--- config.mk ---
export PLATFORM = sky130hd
export DESIGN_NAME = multicycle_controller
export DESIGN_NICKNAME = d
export VERILOG_FILES = /design/src/rtl/cpu_pkg.sv /design/src/rtl/instr_decoder.sv /design/src/rtl/multicycle_controller.sv
export SDC_FILE = /design/constraint.sdc
export NUM_CORES = 1
export LEC_CHECK = 0
export CELL_PAD_IN_SITES_DETAIL_PLACEMENT = 1
export CELL_PAD_IN_SITES_GLOBAL_PLACEMENT = 1
export CORE_MARGIN = 2
export CORE_UTILIZATION = 31
export DETAILED_ROUTE_END_ITERATION = 8
export GPL_TIMING_DRIVEN = 0
export PLACE_DENSITY = 0.74
export SYNTH_ARGS = -nofsm -noshare
export SYNTH_HDL_FRONTEND = slang
export SYNTH_SLANG_ARGS = --single-unit
--- constraint.sdc ---
create_clock -name clk -period 1.46 [get_ports clk]
set_input_delay 0.365 -clock clk [delete_from_list [all_inputs] [get_ports clk]]
set_output_delay 0.365 -clock clk [all_outputs]
set_load 0.01 [all_outputs]
--- src/rtl/cpu_pkg.sv ---
// rtl/cpu_pkg.sv - shared ALU op encoding, opcodes and sequencer state types
package cpu_pkg;

  // ALU operation select, shared with the alu block
  typedef enum logic [2:0] {
    ALU_ADD = 3'd0,
    ALU_SUB = 3'd1,
    ALU_AND = 3'd2,
    ALU_OR  = 3'd3,
    ALU_XOR = 3'd4,
    ALU_SLL = 3'd5,
    ALU_SRL = 3'd6,
    ALU_SLT = 3'd7
  } alu_op_t;

  localparam logic [6:0] OPC_OP     = 7'b0110011;
  localparam logic [6:0] OPC_OP_IMM = 7'b0010011;
  localparam logic [6:0] F7_BASE    = 7'b0000000;
  localparam logic [6:0] F7_ALT     = 7'b0100000;

  typedef enum logic [2:0] {
    IDLE      = 3'd0,
    FETCH     = 3'd1,
    DECODE    = 3'd2,
    EXECUTE   = 3'd3,
    WRITEBACK = 3'd4,
    HALT      = 3'd5
  } mc_state_t;

  // Datapath-facing view of the latched instruction; all-zero when nothing is in flight
  typedef struct packed {
    alu_op_t     alu_op;
    logic        use_imm;
    logic [4:0]  rs1;
    logic [4:0]  rs2;
    logic [4:0]  rd;
    logic [11:0] imm;
  } mc_fields_t;

endpackage

--- src/rtl/instr_decoder.sv ---
// rtl/instr_decoder.sv - combinational RV32I ALU-op decoder (R-type and I-type)
module instr_decoder
  import cpu_pkg::*;
(
  input  logic [6:0] opcode_i,
  input  logic [2:0] funct3_i,
  input  logic [6:0] funct7_i,
  output alu_op_t    alu_op_o,
  output logic       use_imm_o,
  output logic       legal_o
);

  logic is_op;
  logic is_imm;
  logic f7_base;

  assign is_op   = (opcode_i == OPC_OP);
  assign is_imm  = (opcode_i == OPC_OP_IMM);
  assign f7_base = (funct7_i == F7_BASE);

  // Map funct3/funct7 to an ALU op; illegal encodings report ADD with no immediate
  always_comb begin
    alu_op_o  = ALU_ADD;
    use_imm_o = 1'b0;
    legal_o   = 1'b0;
    if (is_op || is_imm) begin
      case (funct3_i)
        3'b000: begin
          if (is_imm || f7_base) begin
            legal_o  = 1'b1;
            alu_op_o = ALU_ADD;
          end else if (funct7_i == F7_ALT) begin
            legal_o  = 1'b1;
            alu_op_o = ALU_SUB;
          end
        end
        3'b111: begin
          legal_o  = is_imm || f7_base;
          alu_op_o = ALU_AND;
        end
        3'b110: begin
          legal_o  = is_imm || f7_base;
          alu_op_o = ALU_OR;
        end
        3'b100: begin
          legal_o  = is_imm || f7_base;
          alu_op_o = ALU_XOR;
        end
        3'b010: begin
          legal_o  = is_imm || f7_base;
          alu_op_o = ALU_SLT;
        end
        // Shifts carry funct7 in the immediate too, so both forms need the base value
        3'b001: begin
          legal_o  = f7_base;
          alu_op_o = ALU_SLL;
        end
        3'b101: begin
          legal_o  = f7_base;
          alu_op_o = ALU_SRL;
        end
        default: legal_o = 1'b0;
      endcase
      use_imm_o = is_imm && legal_o;
    end
    if (!legal_o) begin
      alu_op_o = ALU_ADD;
    end
  end

endmodule

--- src/rtl/multicycle_controller.sv ---
// rtl/multicycle_controller.sv - multi-cycle RV32I sequencer; MC_ILLEGAL_TRAP_EN halts on illegal instructions
module multicycle_controller
  import cpu_pkg::*;
#(
  parameter int unsigned FETCH_TIMEOUT = 15,
  parameter int unsigned RETIRE_W      = 16
) (
  input  logic                clk,
  input  logic                reset,
  input  logic                start,
  output logic                imem_req,
  input  logic                imem_ready,
  input  logic [31:0]         instruction,
  output logic                pc_write,
  output logic                reg_write,
  output logic [2:0]          alu_op,
  output logic                use_imm,
  output logic [4:0]          rs1,
  output logic [4:0]          rs2,
  output logic [4:0]          rd,
  output logic [11:0]         imm,
  output logic                busy,
  output logic                halted,
  output logic [RETIRE_W-1:0] retired
);

  // Counter holds 0..FETCH_TIMEOUT-1; reaching the last value without a handshake halts
  localparam int unsigned    TO_W    = (FETCH_TIMEOUT > 1) ? $clog2(FETCH_TIMEOUT) : 1;
  localparam logic [TO_W-1:0] TO_LAST = TO_W'((FETCH_TIMEOUT == 0) ? 0 : FETCH_TIMEOUT - 1);

  mc_state_t           state_q;
  mc_fields_t          fields_q;
  logic                legal_q;
  logic                imem_req_q;
  logic                pc_write_q;
  logic                reg_write_q;
  logic                busy_q;
  logic                halted_q;
  logic [TO_W-1:0]     to_cnt_q;
  logic [RETIRE_W-1:0] retired_q;

  alu_op_t dec_alu_op;
  logic    dec_use_imm;
  logic    dec_legal;
  logic    fetch_expired;

  // Decode straight from the memory word so the result is registered with the IR
  instr_decoder u_decoder (
    .opcode_i  (instruction[6:0]),
    .funct3_i  (instruction[14:12]),
    .funct7_i  (instruction[31:25]),
    .alu_op_o  (dec_alu_op),
    .use_imm_o (dec_use_imm),
    .legal_o   (dec_legal)
  );

  assign fetch_expired = (FETCH_TIMEOUT != 0) && (to_cnt_q == TO_LAST);

  // Sequencer: state plus every output registered on the transition into its state
  always_ff @(posedge clk or negedge reset) begin
    if (!reset) begin
      state_q     <= IDLE;
      fields_q    <= '0;
      legal_q     <= 1'b0;
      imem_req_q  <= 1'b0;
      pc_write_q  <= 1'b0;
      reg_write_q <= 1'b0;
      busy_q      <= 1'b0;
      halted_q    <= 1'b0;
      to_cnt_q    <= '0;
      retired_q   <= '0;
    end else begin
      pc_write_q  <= 1'b0;
      reg_write_q <= 1'b0;
      case (state_q)
        IDLE: begin
          if (start) begin
            state_q    <= FETCH;
            imem_req_q <= 1'b1;
            busy_q     <= 1'b1;
            to_cnt_q   <= '0;
          end
        end
        FETCH: begin
          if (imem_ready) begin
            state_q    <= DECODE;
            imem_req_q <= 1'b0;
            legal_q    <= dec_legal;
            fields_q   <= '{alu_op:  dec_alu_op,
                            use_imm: dec_use_imm,
                            rs1:     instruction[19:15],
                            rs2:     instruction[24:20],
                            rd:      instruction[11:7],
                            imm:     instruction[31:20]};
          end else if (fetch_expired) begin
            state_q    <= HALT;
            imem_req_q <= 1'b0;
            busy_q     <= 1'b0;
            halted_q   <= 1'b1;
          end else begin
            to_cnt_q <= to_cnt_q + TO_W'(1);
          end
        end
        DECODE: begin
`ifdef MC_ILLEGAL_TRAP_EN
          if (!legal_q) begin
            state_q  <= HALT;
            fields_q <= '0;
            busy_q   <= 1'b0;
            halted_q <= 1'b1;
          end else begin
            state_q <= EXECUTE;
          end
`else
          state_q <= EXECUTE;
`endif
        end
        EXECUTE: begin
          state_q     <= WRITEBACK;
          pc_write_q  <= 1'b1;
          reg_write_q <= legal_q && (fields_q.rd != 5'd0);
          retired_q   <= retired_q + RETIRE_W'(1);
        end
        WRITEBACK: begin
          fields_q <= '0;
          if (start) begin
            state_q    <= FETCH;
            imem_req_q <= 1'b1;
            to_cnt_q   <= '0;
          end else begin
            state_q <= IDLE;
            busy_q  <= 1'b0;
          end
        end
        HALT: begin
          state_q <= HALT;
        end
        default: begin
          state_q    <= IDLE;
          fields_q   <= '0;
          imem_req_q <= 1'b0;
          busy_q     <= 1'b0;
          halted_q   <= 1'b0;
        end
      endcase
    end
  end

  assign imem_req  = imem_req_q;
  assign pc_write  = pc_write_q;
  assign reg_write = reg_write_q;
  assign alu_op    = fields_q.alu_op;
  assign use_imm   = fields_q.use_imm;
  assign rs1       = fields_q.rs1;
  assign rs2       = fields_q.rs2;
  assign rd        = fields_q.rd;
  assign imm       = fields_q.imm;
  assign busy      = busy_q;
  assign halted    = halted_q;
  assign retired   = retired_q;

endmodule

==> flow_summary.ini <==
[yosys]
synth-seq-cells = 55
synth_top_area_frac = 0.545
synth_top_cell_by_area = dfrtp_1
synth_most_common_cell = dfrtp_1
synth.distinct_cells = 51
synthTopCellsByCount = dfrtp_1 (55), a22o_1 (19), nand2_1 (19)
synth_area_um2 = 2520
async_reset_ff_frac = 1.00
synthFlopType = dfrtp_1
avgSynthCellArea_um2 = 11.3
synth_area_leaders = dfrtp_1 (55%), a22o_1 (6.6%), xnor2_1 (4.5%)
syn_inst = 223
synth_edf_count = 0
synth.yosys.seq_area_share = 0.545
synth_nets = 262
yosys_warnings = 0

[sta]
holdWs_ns = 0.0589
slew_viol_final = 0
fin_worst_skew_ns = 0.0113
fin_crit_sh = 1.09
timing_hold_violations_final = 0
setup_viol = 34
rsz0062_at_grt = true
setup_slack_ns = -0.136
tightest_slew_ns = 0.651
max_freq_mhz = 627
slew-limit-headroom = 0.566
layout_min_cycle_time_ns = 1.60

[run_status]
status = finished, violations left
failed_checks = negative setup slack

[global_route]
grt_pass1_vias = 2436
grt_max_degree = 31
grt_util_all_layers = 0.174
grt_pass1_wl_um = 12200
antenna_found_initial = 0
gr-total-overflow = 0

[placed_design]
placed_area_um2 = 3540
dp_slack_ns = -0.803
port_buffers = 85
place_congestion = 0.773
dpl.cell_count = 411
hpwl_um = 5050

[clocking]
clock_sinks = 55
htreeDepth = 2
clock_latency_ns = 0.32
clkSlewWorstSetupHoldPaths_ns = 0.11
root_buffer = clkbuf_8
cts_buffer_depth = 2
cts_hold_buf = 0
cts_tree = built
cts_made_buffers = 5

[pwr]
peakVddDrop_mv = 0.566
powerDensity_nw_per_um2 = 1660
leakage_nw = 2.15

[worst_setup_path]
cp_max_fo = 4
regToRegSetupSlack_ns = -0.14
crit_family = simple AND/OR/NAND/NOR gates
crit_arrival_ns = 1.81
worstRegToRegCells = 7
slowest_stage = dfrtp_2
crit_buf_inv = 2
critPathKind = reg2reg
required_ns = 1.68
max_stage_delay_ns = 0.44
crit_chain = buf_6, buf_6, and4b_1, nand3_2, nor2b_4, nand2_1, xnor2_2
crit_path_frequent_cell = buf_6
critPathLaunchType = register
cp_num_cells = 7
critPathCaptureType = register

[route]
vias_per_cell = 4.93
drt_first_iter_violations = 49
dr.pass1.iters = 4
via_count = 2282
ant_nets = 0
totalWireLength_um = 7880
wl_per_cell_um = 17.0
drc = 0

[final_layout]
fillers = 872
stdcell_count = 463
syn_to_final_growth_pct = 66.4
layout-drive-gt1-share = 0.349
final_area_um2 = 4200
fin_nets = 399
antenna_cells = 0

[floorplan]
die_y_um = 94.3
start_util = 0.323
rows = 32
core_area_um2 = 7810
die_x_um = 94.3
ios = 88
die_area_um2 = 8880

[hold_path]
hold_class = in2async

[job]
maxCapViolations = 0
through the flow:
stage	power [mW]	util	TNS (ns)
2_1_floorplan	3.71	-	-0.670
3_3_place_gp	4.96	0.452	-117.76
3_5_place_dp	5.04	0.454	-20.84
4_1_cts	6.35	0.509	-2.53
5_1_grt	7.41	0.538	-3.50
6_report	6.97	0.538	-1.73
where the power goes:
| part | internal (mW) | total, mW | switching [mW] |
|---|---|---|---|
| Combinational | 2.02 | 3.79 | 1.77 |
| Clock | 0.346 | 0.901 | 0.555 |
| Sequential | 1.95 | 2.28 | 0.323 |
placed cells by master (no fill, tap or decap), drive strengths merged, types with 2 or more instances in the layout:
cell            n
a21oi           9
a22o           20
a32o            2
and3            5
and4b           2
and4bb          2
buf            64
clkbuf         11
clkdlybuf4s15   2
clkdlybuf4s50  22
clkinv          2
dfrtp          55
dlygate4sd2    48
dlymetal6s2s    4
ha              3
inv             8
mux2i           2
nand2          19
nand2b          4
nand3           9
nand4           2
nor2            9
nor2b           3
nor3            3
nor3b           4
o21ai          10
o31ai           2
or3             2
xnor2          13
xor2            4
logic make-up after synthesis:
group	after synthesis	share of synthesized area
AOI/OAI and AO/OA	53	0.161
muxes	2	0.00793
buffers and inverters	23	0.0500
xor gates and xnor gates	17	0.0590
and+or+nand+nor	69	0.158
DFF	55	0.545
adders and majority gates	4	0.0188
path summary, 6_finish.rpt:
| path | to | from |
|---|---|---|
| max reg2reg | retired[8] | state_q[2] |
| min reg2reg | retired[15] | retired[15] |
| min in group clk | imm[8] | instruction[28] |
| max in group asynchronous | state_q[1] | reset |
| max | retired[8] | state_q[2] |
| min | rs1[1] | reset |
routing by layer:
layer	GRT usage	vias up	wire, um
li1	-	1072	-
met1	0.228	1150	3280
met2	0.293	54	4140
met4	0.0374	0	68
met5	0	-	0
met3	0.0441	6	392
sequential cells by signal (all words and copies together) (netlist names):
name,count
alu_op,3
busy,1
halted,1
imem_req,1
imm,8
legal_q,1
pc_write,1
rd,5
reg_write,1
retired,16
rs1,5
rs2,4
state_q,3
to_cnt_q,4
use_imm,1
cell type report:
type	count	area (um^2)	area share
plain buffers	14	119	0.0283
clock buffers	5	68.8	0.0164
clock inverters	3	22.5	0.00536
inverters	7	26.3	0.00625
multi-input cells	145	1240	0.295
flip-flops and latches	55	1380	0.328
well taps	102	128	0.0304
repair buffers	132	1220	0.290
what timing repair did:
action                                  4_1_cts  5_1_grt
pin swaps                                    17       23
gates resized for setup                     119       58
endpoints found under the setup margin       94       49
buffers inserted                             35       12
gates cloned                                  2        0
Power figures use the tool's default switching activity.
